$ cat config.mk
export PLATFORM = sky130hd
export DESIGN_NAME = div_unit
export DESIGN_NICKNAME = d
export VERILOG_FILES = /design/src/rtl/div_unit.sv
export SDC_FILE = /design/constraint.sdc
export NUM_CORES = 1
export LEC_CHECK = 0
export CELL_PAD_IN_SITES_DETAIL_PLACEMENT = 0
export CELL_PAD_IN_SITES_GLOBAL_PLACEMENT = 1
export CORE_MARGIN = 2
export CORE_UTILIZATION = 47
export DETAILED_ROUTE_END_ITERATION = 16
export PLACE_DENSITY_LB_ADDON = 0.3
export SLEW_MARGIN = 15
export SYNTH_ARGS = -nofsm -noshare
export SYNTH_HDL_FRONTEND = slang
export SYNTH_SLANG_ARGS = --single-unit
export TNS_END_PERCENT = 100
$ cat constraint.sdc
create_clock -name clk -period 15.28 [get_ports clk]
set_input_delay 4.584 -clock clk [delete_from_list [all_inputs] [get_ports clk]]
set_output_delay 4.584 -clock clk [all_outputs]
set_load 0.01 [all_outputs]
$ cat src/rtl/div_unit.sv
// Radix-2 restoring divider, one quotient bit per clock, RISC-V M-extension semantics
// (div/divu/rem/remu). Divide-by-zero and signed overflow finish in the accepting cycle.
module div_unit #(
  parameter int WIDTH = 32
) (
  input  logic             clk,
  input  logic             rst,
  input  logic             start,
  input  logic             is_signed,
  input  logic [WIDTH-1:0] dividend,
  input  logic [WIDTH-1:0] divisor,
  output logic             busy,
  output logic             done,
  output logic [WIDTH-1:0] quotient,
  output logic [WIDTH-1:0] remainder
);

  typedef enum logic [1:0] {
    IDLE = 2'd0,
    CALC = 2'd1,
    FIN  = 2'd2
  } state_e;

  state_e           state_q;
  logic [5:0]       count_q;
  logic [WIDTH:0]   rem_q;
  logic [WIDTH-1:0] quo_q;
  logic [WIDTH-1:0] dvs_q;
  logic             q_neg_q;
  logic             r_neg_q;
  logic             busy_q;
  logic             done_q;
  logic [WIDTH-1:0] quotient_q;
  logic [WIDTH-1:0] remainder_q;

  logic             dvd_neg;
  logic             dvs_neg;
  logic [WIDTH-1:0] dvd_abs;
  logic [WIDTH-1:0] dvs_abs;
  logic             div_zero;
  logic             overflow;
  logic [WIDTH+1:0] shifted;
  logic [WIDTH+1:0] trial;
  logic [WIDTH:0]   rem_d;
  logic [WIDTH-1:0] quo_d;
  logic [WIDTH-1:0] quo_fin;
  logic [WIDTH-1:0] rem_fin;

  always_comb begin
    dvd_neg  = is_signed & dividend[WIDTH-1];
    dvs_neg  = is_signed & divisor[WIDTH-1];
    dvd_abs  = dvd_neg ? -dividend : dividend;
    dvs_abs  = dvs_neg ? -divisor : divisor;
    div_zero = (divisor == '0);
    overflow = is_signed && (dividend == {1'b1, {(WIDTH-1){1'b0}}}) && (divisor == '1);
  end

  // The dividend is shifted out of quo_q into the partial remainder while quotient
  // bits enter at the bottom; the extra top bit of trial is the borrow/sign.
  always_comb begin
    shifted = {rem_q, quo_q[WIDTH-1]};
    trial   = shifted - {2'b00, dvs_q};
    if (!trial[WIDTH+1]) begin
      rem_d = trial[WIDTH:0];
      quo_d = {quo_q[WIDTH-2:0], 1'b1};
    end else begin
      rem_d = shifted[WIDTH:0];
      quo_d = {quo_q[WIDTH-2:0], 1'b0};
    end
    quo_fin = q_neg_q ? -quo_q : quo_q;
    rem_fin = r_neg_q ? -rem_q[WIDTH-1:0] : rem_q[WIDTH-1:0];
  end

  always_ff @(posedge clk or posedge rst) begin
    if (rst) begin
      state_q     <= IDLE;
      count_q     <= '0;
      rem_q       <= '0;
      quo_q       <= '0;
      dvs_q       <= '0;
      q_neg_q     <= 1'b0;
      r_neg_q     <= 1'b0;
      busy_q      <= 1'b0;
      done_q      <= 1'b0;
      quotient_q  <= '0;
      remainder_q <= '0;
    end else begin
      done_q <= 1'b0;
      case (state_q)
        IDLE: begin
          if (start) begin
            if (div_zero) begin
              quotient_q  <= '1;
              remainder_q <= dividend;
              done_q      <= 1'b1;
            end else if (overflow) begin
              quotient_q  <= dividend;
              remainder_q <= '0;
              done_q      <= 1'b1;
            end else begin
              quo_q   <= dvd_abs;
              dvs_q   <= dvs_abs;
              rem_q   <= '0;
              count_q <= '0;
              q_neg_q <= dvd_neg ^ dvs_neg;
              r_neg_q <= dvd_neg;
              busy_q  <= 1'b1;
              state_q <= CALC;
            end
          end
        end
        CALC: begin
          rem_q   <= rem_d;
          quo_q   <= quo_d;
          count_q <= count_q + 6'd1;
          if (count_q == 6'(WIDTH-1)) begin
            state_q <= FIN;
          end
        end
        FIN: begin
          quotient_q  <= quo_fin;
          remainder_q <= rem_fin;
          done_q      <= 1'b1;
          busy_q      <= 1'b0;
          state_q     <= IDLE;
        end
        default: begin
          state_q <= IDLE;
          busy_q  <= 1'b0;
        end
      endcase
    end
  end

  assign busy      = busy_q;
  assign done      = done_q;
  assign quotient  = quotient_q;
  assign remainder = remainder_q;

endmodule

==> summary.md <==
| Metric | Value |
|---|---|
| Nature of the critical path endpoint | `flop` |
| Dominant cell type by area after synthesis | `sky130_fd_sc_hd__dfrtp_1` |
| Length of the first detailed-routing pass in iterations | `5` |
| Placeable core region | `24200 sq um` |
| CP Data Required Time | `15590 ps` |
| Worst min path class | `reg -> reg` |
| Post-synth EDFFs | `0` |
| Mean Syn Cell Area | `8.57 sq um` |
| Area share of the largest cell type after synthesis | `a little under two fifths` |
| Final hold violation count | `0` |
| Antenna-violating nets left | `0` |
| Area of combinational cells with multiple inputs | `between 6000 and 7000 sq um` |
| Remaining global-route overflow | `0` |
| Min Tclk post-route | `~8400 ps` |
| Critical Path Slowest Stage Cell | `sky130_fd_sc_hd__and2_1` |
| Synthesized netlist net count | `around 1500` |
| Synthesis-to-finish area growth | `19.2%` |
| Hold_sp | `dvs_q[25]$_DFFE_PP0P_` |
| Starting density of the core | `47.6%` |
| R2r setup slk | `between 10000 and 15000 ps` |
| Endpoint with the worst hold slack | `dvs_q[25]$_DFFE_PP0P_` |
| Critical path class | `in -> reg` |
| I/O Buffers | `approximately 130` |
| CTS H-tree lvls | `4` |
| Number of top-level pins | `approximately 130` |
| Nature of the critical path startpoint | `input port` |
| Final critical-path setup slack | `around 6900 ps` |
| Hold path depth | `2` |
| Post-CTS repair timing setup buffer count | `0` |
| Count of clock tree sinks | `173` |
| Layout fillers | `~2200` |
| Total of cells resized after clock tree synthesis | `0` |
| Hold-fix buffers, CTS | `0` |
| Beginning of the worst register-to-register path | `rem_q[5]$_DFFE_PP0P_` |
| Total global routing track utilization | `a little over a quarter` |
| Ratio of final minimum period to clock period | `a little under three fifths` |
| Headroom to the max-slew limit | `22.4%` |
| Synthesized flop and latch total | `173` |
| # Max-Cap Violations | `0` |
| Remaining design rule violation count | `0` |
| Commonest cells post-synth | `173 x sky130_fd_sc_hd__dfrtp_1, 136 x sky130_fd_sc_hd__o21ai_0, 124 x sky130_fd_sc_hd__nor2_1` |
| Non-filler instance count after layout | `around 1800` |
| Number of cells after detailed placement | `roughly 1700` |
| Vias in the first global route | `roughly 9900` |
| Horizontal die dimension | `about 160 um` |
| Depth of the most critical reg-to-reg path | `11` |
| Average wire per standard cell | `between 15 and 20 um` |
| Post-layout total power | `roughly 0.0025 W` |
| 1st-iter DRT viols | `874` |
| Site Rows | `57` |
| Setup repair after global routing missed its margin | `no` |
| Routability Congestion | `about 0.92` |
| Leakage power figure | `~5.7 nW` |
| Buf/Inv on CP | `4` |
| Total via count in the routed design | `roughly 11000` |
| Via-to-Cell Ratio | `slightly below 6` |
| Worst Path Arrival | `between 8000 and 9000 ps` |
| Maximum single-stage delay on the critical path | `610 ps` |
| Cells along the critical path | `clkdlybuf4s50_1, or3_1, nor3b_1, and4_1, and2_1, o21bai_1, and3b_1, buf_4, nor2_1, buf_4, a222oi_1, inv_1` |
| Pin count of the biggest net entering global routing | `106` |
| Clock skew | `roughly 19 ps` |
| Hpwl dp | `~26000 um` |
| Area contributors post-synth | `sky130_fd_sc_hd__dfrtp_1 38%, sky130_fd_sc_hd__xor2_1 6.9%, sky130_fd_sc_hd__o21ai_0 5.9%` |
| Post-CTS clock slew at the launch and capture registers of the worst setup and hold paths | `~70 ps` |
| Vertical extent of the die | `160 um` |
| Post-detailed-placement cell area | `13100 sq um` |
| Dominant synthesized flop cell | `sky130_fd_sc_hd__dfrtp_1` |
| Number of distinct library cells after synthesis | `62` |
| Final number of setup-violating endpoints | `0` |
| Setup TNS | `0 ps` |
| Share of cells above drive strength 1 | `under 10%` |
| Top Family by Delay on Critical Path | `simple AND/OR/NAND/NOR gates` |
| Outcome | `finished, final reports clean` |
| CTS buffer count | `17` |
| Global-route wire length before repair | `54800 um` |
| Number of buffers on the longest clock path | `2` |
| Peak Freq | `between 0.1 and 0.15 GHz` |
| Most frequent CP cell | `sky130_fd_sc_hd__buf_4` |
| Clock insertion delay at the later pin of the skew report | `approximately 440 ps` |
| Number of antenna violations at the first check in global routing | `1` |
| Count of final max-slew check failures | `0` |
| IR Drop Worst-Case VDD | `0.0938 mV` |
| Setup Slack @ Placement | `roughly 6500 ps` |
| Layout Cell Area excl Fill | `roughly 14000 sq um` |
| Most used standard cell by instance count after synthesis | `sky130_fd_sc_hd__dfrtp_1` |
| Cells after synthesis | `roughly 1300` |
| CTS tree | `done` |
| FFs w/ async S/R, synth | `100%` |
| Actual transition at the worst max-transition pin | `between 1000 and 1500 ps` |
| Sequential area share after synthesis | `a little under two fifths` |
| Register area | `about 4300 sq um` |
| Reg-to-reg critical path endpoint | `rem_q[30]$_DFFE_PP0P_` |
| Die outline area | `around 26000 sq um` |
| Final routed wirelength across all metal layers | `roughly 35000 um` |
| Power density over the cells | `roughly 180 nW/um^2` |
| Number of diodes added for antenna fixing | `0` |
| Max FO, Critical Path | `47` |
| Number of nets in the layout | `~1500` |
| Yosys Warn Count | `0` |
| Root buffer cell | `sky130_fd_sc_hd__clkbuf_16` |
| Mapped Area | `11500 sq um` |
[through the flow]
stage / util, % / hold WS, ps
2_1_floorplan: - / 443
3_3_place_gp: 54.1 / 465
3_5_place_dp: 54.1 / 470
4_1_cts: 56.7 / 486
5_1_grt: 56.7 / 515
6_report: 56.7 / 481
[power by group]
group	leakage, nW	switching, W	internal [W]	total [W]
registers	2.08	0.000215	0.000631	0.000847
clock network	0.308	0.000195	0.000277	0.000472
logic	3.35	0.000621	0.000584	0.00121
total	5.73	0.00103	0.00149	0.00252
[cell usage in the layout, fill, tap and decap left out, drive strengths merged, types with 36 or more instances in the layout]
| cell | netlist | layout |
|---|---|---|
| a21oi | 83 | 83 |
| clkdlybuf4s50 | 0 | 133 |
| dfrtp | 173 | 173 |
| ha | 38 | 38 |
| inv | 57 | 63 |
| nand2 | 106 | 106 |
| nor2 | 124 | 124 |
| o211ai | 36 | 36 |
| o21ai | 139 | 139 |
| xnor2 | 56 | 56 |
| xor2 | 90 | 90 |
[cells by family after synthesis]
family                   synth area share (%)
multiplexers                             2.44
flip-flops                               37.6
buffers and inverters                    4.37
adder cells (fa/ha/maj)                  4.31
AND/OR/NAND/NOR                          16.5
AO/OA/AOI/OAI                            23.7
XOR/XNOR                                 11.1
[area by class of cell]
| type | instances | share of cell area [%] |
|---|---|---|
| repair buffers | 146 | 10.5 |
| clock inverters | 14 | 1.49 |
| flip-flops and latches | 173 | 31.6 |
| multi-input cells | 1037 | 48.8 |
| well taps | 324 | 2.96 |
| inverters | 57 | 1.60 |
| clock buffers | 17 | 3.10 |
[worst reg2reg max path: cells and delay by family, from the launching register on]
| kind | cells | cell delay, ps |
|---|---|---|
| buffers and inverters | 1 | 480 |
| AOI/OAI and AO/OA | 5 | 1270 |
| and+or+nand+nor | 4 | 1000 |
| adders and majority gates | 1 | 450 |
| DFF | 1 | 490 |
[flip-flops by register name, indices dropped and copies added, names as in the netlist]
signal,flops
busy,1
count_q,6
done,1
dvs_q,32
q_neg_q,1
quo_q,32
quotient,32
r_neg_q,1
rem_q,33
remainder,32
state_q,2
[how the worst max path moves through the flow]
| stage | end | slack, ps | from | depth (start not counted) |
|---|---|---|---|---|
| after CTS | remainder[0]$_DFFE_PP0P_ | 6940 | divisor[2] | 12 |
| after detailed placement | remainder[0]$_DFFE_PP0P_ | 6460 | divisor[2] | 12 |
| after global placement | remainder[0]$_DFFE_PP0P_ | 6570 | divisor[2] | 12 |
| after floorplan | busy$_DFFE_PP0P_ | 6010 | rst | 1 |
| final | remainder[0]$_DFFE_PP0P_ | 6870 | divisor[2] | 12 |
| after global routing | remainder[0]$_DFFE_PP0P_ | 6660 | divisor[2] | 12 |
[per-layer routing]
metal  global-route usage, %  routed length (um)
met4                    11.3                1320
met2                    42.0               15500
met3                    4.65                2180
met1                    37.7               15800
met5                       0                  11
Note: power is estimated with default switching activity, not from simulation.
